[src/rtl/mem_access_pkg.sv]
// Shared definitions for the byte-serial MEM stage: op codes, width field, states.
package mem_access_pkg;

  localparam int unsigned OP_LEN           = 2;
  localparam int unsigned WIDTH_LEN        = 4;
  localparam int unsigned NBYTES_LEN       = 3;
  localparam int unsigned CNT_LEN          = 2;
  localparam int unsigned BUF_LEN          = 32;
  localparam int unsigned STATE_LEN        = 2;

  // width_i field positions: [2:0] byte count, [3] zero-extend
  localparam int unsigned WIDTH_NBYTES_MSB = 2;
  localparam int unsigned WIDTH_ZEXT_BIT   = 3;

  localparam logic [OP_LEN-1:0] MEMOP_NONE  = 2'd0;
  localparam logic [OP_LEN-1:0] MEMOP_LOAD  = 2'd1;
  localparam logic [OP_LEN-1:0] MEMOP_STORE = 2'd2;

  localparam logic [NBYTES_LEN-1:0] WIDTH_B = 3'd1;
  localparam logic [NBYTES_LEN-1:0] WIDTH_H = 3'd2;
  localparam logic [NBYTES_LEN-1:0] WIDTH_W = 3'd4;

  localparam logic [STATE_LEN-1:0] ST_IDLE   = 2'd0;
  localparam logic [STATE_LEN-1:0] ST_ACCESS = 2'd1;
  localparam logic [STATE_LEN-1:0] ST_DONE   = 2'd2;

  // Control fields latched when an access is accepted
  typedef struct packed {
    logic [OP_LEN-1:0]     op;
    logic [NBYTES_LEN-1:0] nbytes;
    logic                  zext;
    logic                  rd_enable;
  } ctrl_t;

  function automatic logic nbytes_ok(input logic [NBYTES_LEN-1:0] n);
    return (n == WIDTH_B) || (n == WIDTH_H) || (n == WIDTH_W);
  endfunction

  function automatic logic is_mem_op(input logic [OP_LEN-1:0] op);
    return (op == MEMOP_LOAD) || (op == MEMOP_STORE);
  endfunction

endpackage

[src/rtl/mem_access_load_extend.sv]
// Sign/zero extension of the assembled load buffer to register width.
module mem_access_load_extend
  import mem_access_pkg::*;
#(
  parameter int unsigned REG_LEN = 32
) (
  input  logic [BUF_LEN-1:0]    data_i,
  input  logic [NBYTES_LEN-1:0] nbytes_i,
  input  logic                  zext_i,
  output logic [REG_LEN-1:0]    data_o
);

  logic [BUF_LEN-1:0] ext;
  logic               sign_b;
  logic               sign_h;

  // Replicate the top loaded bit unless zero extension is requested
  always_comb begin
    sign_b = data_i[7]  & ~zext_i;
    sign_h = data_i[15] & ~zext_i;
    ext    = data_i;
    case (nbytes_i)
      WIDTH_B: ext = {{24{sign_b}}, data_i[7:0]};
      WIDTH_H: ext = {{16{sign_h}}, data_i[15:0]};
      default: ext = data_i;
    endcase
    data_o = REG_LEN'(ext);
  end

endmodule

[src/rtl/mem_access.sv]
// MEM stage: byte-serial loads/stores with pipeline stall, zero-latency pass-through.
module mem_access
  import mem_access_pkg::*;
#(
  parameter int unsigned ADDR_LEN     = 32,
  parameter int unsigned REG_LEN      = 32,
  parameter int unsigned REG_ADDR_LEN = 5
) (
  input  logic                    clk,
  input  logic                    rst,
  input  logic [OP_LEN-1:0]       mem_op_i,
  input  logic [WIDTH_LEN-1:0]    width_i,
  input  logic [ADDR_LEN-1:0]     mem_addr_i,
  input  logic [REG_LEN-1:0]      rd_data_i,
  input  logic [REG_ADDR_LEN-1:0] rd_addr_i,
  input  logic                    rd_enable_i,
  output logic                    mem_req_o,
  output logic                    mem_we_o,
  output logic [ADDR_LEN-1:0]     mem_addr_o,
  output logic [7:0]              mem_wdata_o,
  input  logic                    mem_ready_i,
  input  logic [7:0]              mem_rdata_i,
  output logic [REG_LEN-1:0]      rd_data_o,
  output logic [REG_ADDR_LEN-1:0] rd_addr_o,
  output logic                    rd_enable_o,
  output logic                    stall_req_o
);

  logic [STATE_LEN-1:0]    state_q, state_d;
  ctrl_t                   ctrl_q, ctrl_d;
  logic [ADDR_LEN-1:0]     addr_q, addr_d;
  logic [BUF_LEN-1:0]      wdata_q, wdata_d;
  logic [REG_ADDR_LEN-1:0] rd_addr_q, rd_addr_d;
  logic [CNT_LEN-1:0]      cnt_q, cnt_d;
  logic [BUF_LEN-1:0]      buf_q, buf_d;

  logic                    accept;
  logic                    last_byte;
  logic [REG_LEN-1:0]      ext_data;

  assign accept    = is_mem_op(mem_op_i) && nbytes_ok(width_i[WIDTH_NBYTES_MSB:0]);
  assign last_byte = (cnt_q == CNT_LEN'(ctrl_q.nbytes - NBYTES_LEN'(1)));

  mem_access_load_extend #(
    .REG_LEN (REG_LEN)
  ) u_load_extend (
    .data_i   (buf_q),
    .nbytes_i (ctrl_q.nbytes),
    .zext_i   (ctrl_q.zext),
    .data_o   (ext_data)
  );

  // State and latch registers; reset abandons any access in flight
  always_ff @(posedge clk or negedge rst) begin
    if (!rst) begin
      state_q   <= ST_IDLE;
      ctrl_q    <= '0;
      addr_q    <= '0;
      wdata_q   <= '0;
      rd_addr_q <= '0;
      cnt_q     <= '0;
      buf_q     <= '0;
    end else begin
      state_q   <= state_d;
      ctrl_q    <= ctrl_d;
      addr_q    <= addr_d;
      wdata_q   <= wdata_d;
      rd_addr_q <= rd_addr_d;
      cnt_q     <= cnt_d;
      buf_q     <= buf_d;
    end
  end

  // Next-state and output decode; outputs forced low while reset is asserted
  always_comb begin
    state_d     = state_q;
    ctrl_d      = ctrl_q;
    addr_d      = addr_q;
    wdata_d     = wdata_q;
    rd_addr_d   = rd_addr_q;
    cnt_d       = cnt_q;
    buf_d       = buf_q;

    mem_req_o   = 1'b0;
    mem_we_o    = 1'b0;
    mem_addr_o  = '0;
    mem_wdata_o = '0;
    rd_data_o   = '0;
    rd_addr_o   = '0;
    rd_enable_o = 1'b0;
    stall_req_o = 1'b0;

    case (state_q)
      ST_IDLE: begin
        rd_data_o   = rd_data_i;
        rd_addr_o   = rd_addr_i;
        rd_enable_o = rd_enable_i;
        if (accept) begin
          stall_req_o      = 1'b1;
          rd_enable_o      = 1'b0;
          ctrl_d.op        = mem_op_i;
          ctrl_d.nbytes    = width_i[WIDTH_NBYTES_MSB:0];
          ctrl_d.zext      = width_i[WIDTH_ZEXT_BIT];
          ctrl_d.rd_enable = rd_enable_i;
          addr_d           = mem_addr_i;
          wdata_d          = BUF_LEN'(rd_data_i);
          rd_addr_d        = rd_addr_i;
          cnt_d            = '0;
          buf_d            = '0;
          state_d          = ST_ACCESS;
        end
      end

      ST_ACCESS: begin
        mem_req_o   = 1'b1;
        mem_we_o    = (ctrl_q.op == MEMOP_STORE);
        mem_addr_o  = addr_q + ADDR_LEN'(cnt_q);
        mem_wdata_o = wdata_q[{cnt_q, 3'b000} +: 8];
        stall_req_o = 1'b1;
        if (mem_ready_i) begin
          if (ctrl_q.op == MEMOP_LOAD) begin
            buf_d[{cnt_q, 3'b000} +: 8] = mem_rdata_i;
          end
          if (last_byte) begin
            state_d = ST_DONE;
          end else begin
            cnt_d = cnt_q + CNT_LEN'(1);
          end
        end
      end

      ST_DONE: begin
        rd_addr_o = rd_addr_q;
        if (ctrl_q.op == MEMOP_LOAD) begin
          rd_enable_o = ctrl_q.rd_enable;
          rd_data_o   = ext_data;
        end
        state_d = ST_IDLE;
      end

      default: begin
        state_d = ST_IDLE;
      end
    endcase

    if (!rst) begin
      mem_req_o   = 1'b0;
      mem_we_o    = 1'b0;
      mem_addr_o  = '0;
      mem_wdata_o = '0;
      rd_data_o   = '0;
      rd_addr_o   = '0;
      rd_enable_o = 1'b0;
      stall_req_o = 1'b0;
    end
  end

endmodule

[config.mk]
export PLATFORM = sky130hd
export DESIGN_NAME = mem_access
export DESIGN_NICKNAME = d
export VERILOG_FILES = /design/src/rtl/mem_access_pkg.sv /design/src/rtl/mem_access_load_extend.sv /design/src/rtl/mem_access.sv
export SDC_FILE = /design/constraint.sdc
export NUM_CORES = 1
export LEC_CHECK = 0
export CAP_MARGIN = 10
export CORE_ASPECT_RATIO = 1.1
export CORE_MARGIN = 5
export CORE_UTILIZATION = 40
export CTS_CLUSTER_DIAMETER = 50
export DETAILED_ROUTE_END_ITERATION = 16
export GPL_TIMING_DRIVEN = 1
export PLACE_DENSITY = 0.72
export SLEW_MARGIN = 10
export SYNTH_ARGS = -nofsm -noshare
export SYNTH_HDL_FRONTEND = slang
export SYNTH_SLANG_ARGS = --single-unit
[constraint.sdc]
create_clock -name clk -period 2.39 [get_ports clk]
set_clock_uncertainty 0.15 [all_clocks]
set_input_delay 0.3585 -clock clk [delete_from_list [all_inputs] [get_ports clk]]
set_output_delay 0.3585 -clock clk [all_outputs]
set_load 0.1 [all_outputs]
# Yosys cells after proc, flatten, opt, wreduce, memory -nomap -nowiden
# Cells that the tools add are included.
# W data, S select, Z words.
[classes]
addsub = 4
eq_ne = 17
n_shift = 3
muxes = 34
n_bitwise = 3
reduce_logical = 10
[op_table]
columns = ["op", "count"]
rows = [
  ["$mux W32", 7],
  ["$pmux W32 S2", 3],
  ["$add A32 B2 Y32", 1],
  ["$bwmux W32", 1],
  ["$shift A8 B7 Y32 const A", 1],
  ["$shiftx A32 B6 Y8", 1],
  ["$shiftx A8 B7 Y32", 1],
  ["$mux W8", 2],
  ["$mux W2", 6],
  ["$ne A2 B2 Y1 const B", 5],
  ["$pmux W5 S2", 1],
  ["$mux W1", 9],
  ["$pmux W2 S2", 2],
  ["$reduce_and A4 Y1", 2],
  ["$neg A5 Y7", 1],
  ["$eq A2 B1 Y1 const B", 3],
  ["$eq A2 B2 Y1 const B", 3],
  ["$eq A3 B1 Y1 const B", 2],
  ["$eq A3 B2 Y1 const B", 2],
  ["$mux W5", 1],
  ["$pmux W1 S2", 2],
  ["$eq A3 B3 Y1 const B", 1],
  ["$logic_or A1 B1 Y1", 3],
  ["$reduce_and A3 Y1", 1],
  ["9 further kinds", 10],
]
[totals]
ff_bits = 112
input_bits = 87
output_inout_bits = 81
wordCells = 81

# Depth between registers and ports, before layout
# Gate-level depths: netlist of the first run.
[logic_depth]
depth_word = 7
ltp_mapped = 8
depth_no_buf = 6

# Cells and area by module
# From an unflattened synthesis of the first run, not the netlist that was laid out.
[unflattened]
cells_unflattened = 616
area_unflattened_um2 = 6408.6
[by_module_without_submodules]
columns = ["mod", "n_inst", "cells_per_inst", "area_each_um2", "seq_area_each_um2"]
rows = [
  ["mem_access", 1, 564, 6029.5, 2802.7],
  ["mem_access_load_extend", 1, 52, 379.1, 0.0],
]

# Worst setup path before layout of the first run
# Ideal clock, no wire load.
[synth_path]
path_kind = "register -> output"
start = "register ctrl_q[2] in the netlist's numbering"
end = "output port rd_data_o[21]"
t_arrival_ps = 3833
required_ps = 1882
setup_slack_ps = -1952
path_stages_with_launch = 9
path_cell_list = "dfrtp_1 > inv_1 > ha_1 > o21ba_2 > clkbuf_1 > o21ai_1 > clkbuf_1 > o211ai_1 > a21boi_0"
[synth_via]
elab_chain_cells = 5
elab_cells_between_ends = 6
cone_classes = "2 x eq/ne; 4 x mux"
[synth_rtl]
columns = ["item", "line_no", "text"]
rows = [
  ["start, declared", "mem_access.sv:30", "ctrl_t ctrl_q, ctrl_d;"],
  ["start signal, assigned", "mem_access.sv:65", "ctrl_q <= ctrl_d;"],
  ["$eq A3 B2 Y1 or $eq A3 B1 Y1 (tied branches)", "mem_access_load_extend.sv:22", "case (nbytes_i)"],
  ["$pmux W32 S2 (*)", "mem_access_load_extend.sv:22", ""],
  ["$mux W32 (*)", "mem_access.sv:134", "if (ctrl_q.op == MEMOP_LOAD) begin"],
  ["$pmux W32 S2 (*)", "mem_access.sv:93", "case (state_q)"],
  ["$mux W32 (*)", "mem_access.sv:146", "if (!rst) begin"],
  ["end, declared", "mem_access.sv:23", "output logic [REG_LEN-1:0] rd_data_o,"],
]
# Every way passes the cells marked *; elsewhere a longest branch is shown, timed or not.

# Worst setup path in the final report of the first run
[layout_path]
start = "register addr_q[1]"
end = "output port mem_addr_o[29]"
[layout_via]
elab_chain_cells = 3
[layout_rtl]
columns = ["item", "line_no", "text"]
rows = [
  ["start, declared", "mem_access.sv:31", "logic [ADDR_LEN-1:0] addr_q, addr_d;"],
  ["start signal, assigned", "mem_access.sv:66", "addr_q <= addr_d;"],
  ["$add A32 B2 Y32", "mem_access.sv:117", "mem_addr_o = addr_q + ADDR_LEN'(cnt_q);"],
  ["$mux W32", "mem_access.sv:93", ""],
  ["$mux W32", "mem_access.sv:146", ""],
  ["end, declared", "mem_access.sv:19", "output logic [ADDR_LEN-1:0] mem_addr_o,"],
]
# Every way passes these cells.

==> flow_summary_export.csv, run 1 <==
group,metric,value,unit
run_status,status,"finished with violations",
global_routing,grt_max_degree,42,
floorplan,core_area,15550,um2
sta,tightest_slew,0.9679,ns
sta,slew-limit-headroom,35.47,%
synthesis,netlist_instances,730,
synthesis,syn_nets,826,
critical_path,r2r_cells,14,
synthesis,ys_ff_latch,112,
placement,port_buffers,167,
synthesis,synth.most_common_cell,"nand2_1",
clock_tree,cts-root-buf,"clkbuf_16",
synthesis,synth_flop_cell,"dfrtp_1",
global_routing,grt_overflow_total,0,
floorplan,initial_utilization,40.23,%
critical_path,cp.arrival,2.64,ns
run_status,violations,"setup timing",
sta,setup_viol,56,
sta,fin_crit_sh,131.8,%
synthesis,ys_types,48,
routing,drt_pass1_iterations,5,
cells_and_area,syn2layout_area_growth,79.94,%
synthesis,ys_top_cells_by_count,"nand2_1 (255), dfrtp_1 (112), a22o_1 (32)",
critical_path,cp_num_buf_inv,1,
sta,worst_slack,-0.7606,ns
pwr,irDropWorstVdd,916.7,uV
global_routing,grt_pass1_vias,6658,
min_path,hold_path_class,"in -> async",
pwr,power.density,1269,nW/um2
critical_path,end_kind,"primary output",
routing,drt_iter0_drc,501,
critical_path,ff2ff_setup_slack,0.14,ns
floorplan,row_count,48,
routing,post-route-drc-count,0,
pwr,power_leakage,4.864,nW
critical_path,cpMaxStageDelayCell,"or4b_4",
cells_and_area,antennaDiodeCount,0,
sta,whs,0.06087,ns
run,maxCapViolCount,0,
cells_and_area,drive_above_1_share,38.88,%
cells_and_area,nNetsFinal,1076,
critical_path,cp_top_family,"simple AND/OR/NAND/NOR gates",
routing,via_per_inst,5.626,
clock_tree,clock_sinks,112,
clock_tree,numCtsBuffers,9,
floorplan,die_y,141.2,um
pwr,power,14.28,mW
synthesis,async_reset_ff_share,100.0,%
synthesis,seq_area_frac_synth,44.79,%
routing,dr_total_vias,6667,
critical_path,r2r_start,"ctrl_q[3]",
critical_path,r2r-end,"ctrl_q[3]",
routing,ant_nets,0,
critical_path,cpMostUsedCell,"a21oi_4",
clock_tree,clkLatencyLatePin,0.35,ns
sta,period_needed,3.151,ns
placement,place_hpwl,16060,um
critical_path,crit_chain,"ha_4 > a21oi_4 > or4b_4 > or4_4 > a21oi_4 > buf_12",
clock_tree,h-tree-depth,3,
critical_path,path_max_fanout,4,
floorplan,die_x,129.3,um
placement,postPlaceCellArea,10160,um2
critical_path,start_kind,"register",
floorplan,die-area,18250,um2
sta,rsz0062_at_grt,"true",
global_routing,antenna_found_initial,0,
synthesis,syn_avg_cell_area,8.572,um2
synthesis,ys_warn_count,0,
critical_path,slowest_delay,0.58,ns
global_routing,grt_use_total,24.86,%
synthesis,synth_top_area_share,44.79,%
sta,max_freq,317.4,MHz
routing,totalWireLength,23280,um
critical_path,required,1.88,ns
placement,gp_congestion,0.8747,
sta,hold_viol,0,
clock_tree,cts_buffer_depth,2,
clock_tree,cts_tree,"built",
sta,slew_violations,0,
synthesis,yosysTopAreaCell,"dfrtp_1",
routing,post_drt_wl_per_cell,19.64,um
global_routing,grt_pass1_wl,35670,um
cells_and_area,fin_util,72.39,%
clock_tree,path_clk_slew,0.08,ns
synthesis,synth_enable_flop_cells,0,
synthesis,synth.area.top_cells,"dfrtp_1 (45%), nand2_1 (15%), a22o_1 (4.5%), mux4_2 (2.9%), a21oi_1 (2.3%)",
critical_path,path_class,"reg -> out",
cells_and_area,final_cell_area,11260,um2
synthesis,syn_area,6257,um2
floorplan,io_pins,168,
kinds of logic after synthesis:
logic type               after synthesis  synth area share (%)
adder cells (fa/ha/maj)                9                 1.920
multiplexers                          15                 3.999
AO/OA/AOI/OAI                        149                 16.54
AND/OR/NAND/NOR                      375                 27.29
flip-flops                           112                 44.79
buffers and inverters                 56                 3.499
XOR/XNOR                              14                 1.960
cells in the final DEF (no fill, tap or decap), types with 6 or more instances in the layout:
cell             netlist  routed
buf_6                  0      20
or4_4                  0      15
nand2_1              255     253
and2_4                 0       9
buf_4                  0      89
mux4_2                 8       8
o211ai_1              17      17
clkbuf_16              0      10
inv_1                 10       8
xnor2_1                8       7
o21ai_0               21      10
mux2i_1                7       6
o21ai_1                1       8
a21oi_4                0      20
o31ai_1               13      10
dfrtp_1              112     108
a22o_1                32      32
or3_4                  0       7
nand3_1               14      11
a21boi_4               0      15
nor2_2                 0      10
a21oi_2                0       9
nor2b_1               16       8
a22oi_2                0       9
buf_12                 0      88
and4_1                 6       6
clkdlybuf4s50_1        0      82
state kept, by name (all words and copies together) (netlist names):
| signal | count |
|---|---|
| addr_q | 32 |
| buf_q | 32 |
| wdata_q | 32 |
| ctrl_q | 7 |
| rd_addr_q | 5 |
| cnt_q | 2 |
| state_q | 2 |
report_power, final:
group	switching (mW)	leakage (nW)	internal (mW)
combinational	5.57	3.27	3.82
clock	0.785	0.155	0.840
sequential	0.629	1.44	2.64
total	6.98	4.86	7.30
repair_timing:
item | CTS | global route
gates cloned | 2 | 1
resized for setup | 78 | 56
hold buffers | 2 | 0
setup endpoints to repair | 68 | 80
endpoints found under the hold margin | 16 | 0
pin swaps | 49 | 33
buffers inserted | 23 | 8
final cells by class:
class	instances	area, um2
Multi-Input combinational cell	562	4287
Clock inverter	7	88.84
Inverter	10	37.54
Timing Repair Buffer	285	3563
Fill cell	1036	4295
Tap cell	200	250.2
Clock buffer	9	225.2
Sequential cell	112	2808
tightest hold or removal path: cells and delay by family:
| kind | cells | cell delay (ns) |
|---|---|---|
| buffers and inverters | 3 | 0.57 |
layer usage:
metal	track usage (%)	part of all wire, %	wire [um]
met1	31.41	39	8965
met3	5.191	8.0	1855
met5	0	0	0
met4	9.619	2.9	676
met2	41.65	51	11780
how the worst max path moves through the flow:
stage | from | endpoint | slack, ns | cells past startpoint
3_3_place_gp | cnt_q[0] | mem_addr_o[30] | -0.40 | 8
2_1_floorplan | cnt_q[0] | mem_addr_o[26] | -0.73 | 7
5_1_grt | addr_q[1] | mem_addr_o[29] | -0.83 | 6
6_report | addr_q[1] | mem_addr_o[29] | -0.76 | 6
4_1_cts | addr_q[0] | mem_addr_o[30] | -0.86 | 8
3_5_place_dp | addr_q[0] | mem_addr_o[28] | -0.47 | 8
stage by stage:
step / setup TNS [ns] / cells / worst slack [ns]
finish: -20.39 / 1185 / -0.7606
global route: -24.78 / 1185 / -0.8275
CTS: -21.75 / 1182 / -0.8634
detailed placement: -7.486 / 1139 / -0.4726
global placement: -6.036 / 1139 / -0.3957
floorplan: -18.12 / 730 / -0.7316
(Power assumes the default switching activity.)
==> run 2: changes to the inputs <==
ABC_AREA = 1   (was unset)
PLACE_DENSITY = 0.71   (was 0.72)
==> run 2 against run 1 <==
The flow still finishes with violations (setup timing). Worst setup slack gained 0.35 ns. Flip-flop and latch count did not move. Non-clock buffer count decreased by 34. Hold slack better by 0.27 ns. Clock-buffer cell count rose by 2. Critical endpoint unchanged. Largest cell class unchanged. Largest power group unchanged.
==> flow_summary_export.csv, run 2 <==
group,metric,value,unit
synthesis,synth.area.top_cells,"dfrtp_1 (41%), nand2_1 (21%), nor2_1 (7.9%), nand4_1 (4.0%), a21oi_1 (3.8%)",
run,maxCapViolCount,0,
critical_path,path_class,"reg -> out",
global_routing,grt_max_degree,113,
placement,place_hpwl,18300,um
synthesis,async_reset_ff_share,100.0,%
routing,post-route-drc-count,0,
cells_and_area,mostFrequentLayoutCells,"nand2_1 (340), dfrtp_1 (106), buf_12 (95)",
cells_and_area,drive_above_1_share,34.23,%
sta,setup_tns,-12.60,ns
synthesis,yosysTopAreaCell,"dfrtp_1",
synthesis,ys_warn_count,0,
critical_path,start_kind,"register",
clock_tree,cts_tree,"built",
synthesis,synth_enable_flop_cells,0,
routing,totalWireLength,27520,um
synthesis,synth.most_common_cell,"nand2_1",
synthesis,syn_nets,1100,
placement,dpl_worst_slack,-0.01955,ns
cells_and_area,reg_top3,"addr_q x32, buf_q x32, wdata_q x32",
placement,place_inst,1372,
sta,slew_violations,0,
synthesis,ys_top_cells_by_count,"nand2_1 (385), nor2_1 (143), dfrtp_1 (112)",
clock_tree,numCtsBuffers,9,
cells_and_area,nNetsFinal,1315,
global_routing,grt_use_total,25.79,%
sta,fin_crit_sh,117.0,%
global_routing,antenna_found_initial,0,
critical_path,end_kind,"primary output",
floorplan,core_area,16890,um2
cells_and_area,final_common_cell,"nand2_1",
routing,ant_nets,0,
floorplan,die_x,134.4,um
run_status,violations,"setup timing",
floorplan,die_y,146.9,um
sta,hold_viol,0,
global_routing,grt_pass1_wl,40340,um
floorplan,row_count,50,
critical_path,path_max_fanout,7,
sta,setup_viol,64,
min_path,hold_path_class,"reg -> reg",
routing,dr_total_vias,7922,
clock_tree,h-tree-depth,3,
min_path,hold_depth,2,
sta,slew-limit-headroom,55.07,%
synthesis,synth_top_area_share,41.14,%
sta,rsz0062_at_grt,"true",
clock_tree,clock_sinks,112,
critical_path,required,1.88,ns
cells_and_area,syn2layout_area_growth,78.66,%
critical_path,r2r_cells,10,
synthesis,ys_ff_latch,112,
pwr,power,15.78,mW
clock_tree,path_clk_slew,0.07,ns
synthesis,seq_area_frac_synth,41.14,%
critical_path,cpMaxStageDelayCell,"dfrtp_2",
placement,gp_congestion,0.9319,
clock_tree,cts-root-buf,"clkbuf_16",
sta,period_needed,2.797,ns
clock_tree,cts_buffer_depth,2,
routing,via_per_inst,5.532,
placement,port_buffers,167,
pwr,irDropWorstVdd,799.4,uV
sta,worst_slack,-0.4069,ns
routing,drt_pass1_iterations,5,
critical_path,cp.arrival,2.29,ns
cells_and_area,antennaDiodeCount,0,
synthesis,syn_area,6813,um2
critical_path,slowest_delay,0.44,ns
floorplan,die-area,19750,um2
synthesis,synth_flop_cell,"dfrtp_1",
floorplan,initial_utilization,40.33,%
synthesis,ys_types,33,
clock_tree,clkLatencyLatePin,0.36,ns
routing,post_drt_wl_per_cell,19.22,um
floorplan,io_pins,168,
pwr,power.density,1297,nW/um2
pwr,power_leakage,5.378,nW
routing,drt_iter0_drc,578,
sta,max_freq,357.5,MHz
cells_and_area,layout.cells.non_filler,1432,
synthesis,syn_avg_cell_area,6.786,um2
sta,whs,0.3337,ns
global_routing,grt_overflow_total,0,
sta,tightest_slew,0.6740,ns
critical_path,crit_chain,"ha_4 > nand2_4 > a21oi_4 > buf_6 > nand2_4 > nor2_4 > buf_12 > a31oi_4 > nor2_4 > buf_12",
synthesis,netlist_instances,1004,
global_routing,grt_pass1_vias,7548,
run_status,status,"finished with violations",
==> run 2: cell count changes after synthesis, sizes merged, moves of 16 or more <==
cell | previous run | this run
nand4 | 5 | 47
inv | 10 | 68
o21ai | 22 | 58
buf | 16 | 32
nor2 | 20 | 146
nor2b | 16 | 0
nand2 | 255 | 386
or4 | 16 | 0
a21oi | 29 | 52
a21boi | 16 | 0
a22o | 32 | 0
==> run 2: stage by stage <==
step	utilization (%)	instance area, um2
after global placement	62.73	10600
after floorplan	-	7706
after CTS	68.41	11560
after detailed placement	62.73	10600
after global routing	72.06	12170
final	72.06	12170
==> run 2: worst max-delay path: cells and delay by family, from the launching register on <==
kind	cells	cell delay, ns
flops	1	0.44
compound gates	2	0.34
fa+ha+maj	1	0.28
buf+inv	3	0.50
simple gates	4	0.37
==> run 2: cells by family (layout without fill, tap and decap cells) <==
group           after synthesis  count (layout)  share of synthesized area, %
compound gates              136             136                         11.04
xor+xnor                      7               7                        0.8999
buf+inv                     118             337                         7.640
simple gates                622             623                         37.52
fa+ha+maj                     9               9                         1.763
flops                       112             112                         41.14
==> run 2: power by group <==
part	switching, mW	internal (mW)	total [mW]	leakage, nW
clock	0.745	0.976	1.72	0.165
sequential	0.710	2.61	3.32	1.43
combinational	6.93	3.81	10.7	3.78
==> run 2: final timing paths <==
| kind | startpoint | to | slack (ns) |
|---|---|---|---|
| setup / recovery | addr_q[1] | mem_addr_o[29] | -0.41 |
| hold / removal | wdata_q[7] | wdata_q[7] | 0.33 |
| setup reg to reg | cnt_q[1] | buf_q[9] | 0.07 |
| hold reg to reg | wdata_q[7] | wdata_q[7] | 0.33 |
| max in group asynchronous | rst | addr_q[8] | 1.02 |
| min in group asynchronous | rst | addr_q[31] | 0.49 |
==> run 2: per-layer routing <==
metal | vias to the layer above | routed length (um) | global-route usage (%)
met5 | - | 0 | 0
met3 | 81 | 1597 | 3.014
li1 | 3668 | - | -
met4 | 0 | 1126 | 9.674
met2 | 355 | 14470 | 46.03
met1 | 3818 | 10330 | 31.88
==> run 2: area by class of cell <==
cell class                      count  area [um2]
Inverter                           70       281.5
Timing Repair Buffer              251        3461
Sequential cell                   112        2810
Fill cell                        1151        4720
Clock inverter                      5       78.83
Multi-Input combinational cell    775        5027
Tap cell                          208       260.3
Clock buffer                       11       252.7
==> run 2: repair_timing <==
action,4_1_cts,5_1_grt
endpoints found under the hold margin,10,0
setup buffers,21,21
cloned,3,3
hold buffers,1,0
endpoints found under the setup margin,62,84
pin swaps,40,48
resized for setup,123,108
==> run 3: changes to the inputs <==
PLACE_DENSITY = 0.68   (was 0.71)
clock period = 3.33 ns   (was 2.39 ns; I/O delays follow)
==> run 3 against run 2 <==
The run now ends clean. Flip-flop and latch count is the same. Routed wire length decreased by 15%. Worst setup slack gained 0.59 ns. Largest cell class unchanged.
==> flow_summary_export.csv, run 3 (synthesized netlist as in run 2, its figures left out) <==
group,metric,value,unit
sta,hold_viol,0,
pwr,pwr-share-seq,24.4,%
placement,port_buffers,167,
floorplan,die-area,19750,um2
global_routing,grt_max_degree,62,
pwr,clock_power_share,12.0,%
clock_tree,cts_tree,"built",
floorplan,initial_utilization,40.33,%
sta,tightest_slew,0.7842,ns
critical_path,path_class,"reg -> out",
routing,post_drt_wl_per_cell,17.19,um
sta,slew_violations,0,
global_routing,antenna_found_initial,1,
cells_and_area,syn2layout_area_growth,45.22,%
floorplan,die_y,146.9,um
run,maxCapViolCount,0,
critical_path,ff2ff_setup_slack,0.71,ns
pwr,irDropWorstVdd,389.0,uV
placement,place_hpwl,17790,um
floorplan,core_area,16890,um2
floorplan,row_count,50,
routing,drt_pass1_iterations,5,
clock_tree,path_clk_slew,0.07,ns
sta,period_needed,3.144,ns
critical_path,crit_end,"mem_addr_o[30]",
clock_tree,cts_buffer_depth,2,
critical_path,start_kind,"register",
pwr,internal-power,4.310,mW
pwr,power,9.392,mW
placement,gp_congestion,0.9527,
critical_path,required,2.68,ns
clock_tree,clkLatencyLatePin,0.36,ns
clock_tree,post-cts-setup-buffers,0,
placement,dpl_worst_slack,0.5184,ns
pwr,switching_power,5.082,mW
run_status,status,"completed",
pwr,power_leakage,4.567,nW
critical_path,cp-startpoint,"addr_q[0]",
pwr,switching_share,54.11,%
clock_tree,h-tree-depth,3,
critical_path,path_max_fanout,4,
critical_path,r2r_cells,7,
routing,totalWireLength,23460,um
clock_tree,numCtsBuffers,9,
routing,post-route-drc-count,0,
pwr,power.density,949.3,nW/um2
routing,via_per_inst,5.247,
pwr,share_comb_of_total_power,63.6,%
clock_tree,cts-root-buf,"clkbuf_16",
sta,rsz0062_at_grt,"false",
floorplan,die_x,134.4,um
sta,slew-limit-headroom,47.72,%
sta,setup_viol,0,
cells_and_area,nNetsFinal,1247,
routing,drt_iter0_drc,528,
global_routing,grt_overflow_total,0,
critical_path,end_kind,"primary output",
clock_tree,holdBufCountCts,0,
cells_and_area,drive_above_1_share,14.88,%
global_routing,grt_pass1_wl,36980,um
global_routing,grt_pass1_vias,6852,
routing,ant_nets,0,
global_routing,grt_use_total,23.65,%
clock_tree,clock_sinks,112,
cells_and_area,mostFrequentLayoutCells,"nand2_1 (384), nor2_1 (125), dfrtp_1 (112)",
critical_path,r2r_start,"cnt_q[0]",
cells_and_area,final_common_cell,"nand2_1",
critical_path,cp.arrival,2.49,ns
sta,worst_slack,0.1856,ns
routing,dr_total_vias,7162,
sta,max_freq,318.0,MHz
cells_and_area,reg_top3,"addr_q x32, buf_q x32, wdata_q x32",
critical_path,r2r-end,"buf_q[21]",
sta,fin_crit_sh,94.43,%
min_path,hold_path_class,"in -> async",
floorplan,io_pins,168,
-- run 3: layout make-up --
type | count | area, um2
Clock buffer | 10 | 239.0
Tap cell | 208 | 260.3
Fill cell | 1537 | 6998
Clock inverter | 6 | 66.31
Timing Repair Buffer | 184 | 2633
Sequential cell | 112 | 2803
Antenna cell | 1 | 2.502
Inverter | 70 | 262.8
Multi-Input combinational cell | 774 | 3627
-- run 3: stage by stage --
| stage | cells | TNS, ns | util, % | hold slack (ns) | area (um2) |
|---|---|---|---|---|---|
| 2_1_floorplan | 1004 | -0.02568 | - | 0.05391 | 6929 |
| 3_3_place_gp | 1348 | 0 | 56.67 | 0.3060 | 9573 |
| 3_5_place_dp | 1348 | 0 | 56.67 | 0.3100 | 9573 |
| 4_1_cts | 1364 | 0 | 58.48 | 0.1878 | 9878 |
| 5_1_grt | 1365 | 0 | 58.57 | 0.2189 | 9893 |
| 6_report | 1365 | 0 | 58.57 | 0.1747 | 9893 |
-- run 3: worst max-delay path, cell delays in order (launching register included) --
cell     delay, ns
dfrtp_1       0.36
ha_1          0.20
fa_1          0.21
nand2_1       0.10
nor2_1        0.23
nand3_1       0.25
nor2_4        0.22
nand2_1       0.08
nor3_1        0.23
nor2_2        0.08
buf_12        0.17
-- run 3: power groups by stage --
| stage | Combinational (mW) | Clock, mW | Sequential, mW |
|---|---|---|---|
| finish | 5.97 | 1.13 | 2.29 |
| global route | 6.37 | 1.21 | 2.35 |
| CTS | 5.98 | 1.15 | 2.28 |
| detailed placement | 5.95 | 0 | 2.30 |
| global placement | 5.92 | 0 | 2.29 |
| floorplan | 4.05 | 0 | 2.16 |
-- run 3: repair_timing --
item / CTS / global route
hold endpoints to repair: 0 / 0
endpoints found under the setup margin: 0 / 7
resized for setup: 0 / 4
-- run 3: how the worst min path moves through the flow --
stage	endpoint	startpoint	slack [ns]	cells past startpoint
after floorplan	addr_q[0]	rst	0.05	0
after global placement	wdata_q[28]	wdata_q[28]	0.31	2
after detailed placement	wdata_q[15]	wdata_q[15]	0.31	2
after CTS	addr_q[31]	rst	0.19	2
after global routing	addr_q[9]	rst	0.22	2
final	addr_q[9]	rst	0.17	2
-- run 3: layer usage --
metal | part of all wire, % | track usage, %
met5 | 0 | 0
met4 | 2.3 | 6.568
met3 | 5.0 | 4.349
met2 | 50 | 39.29
met1 | 43 | 31.73
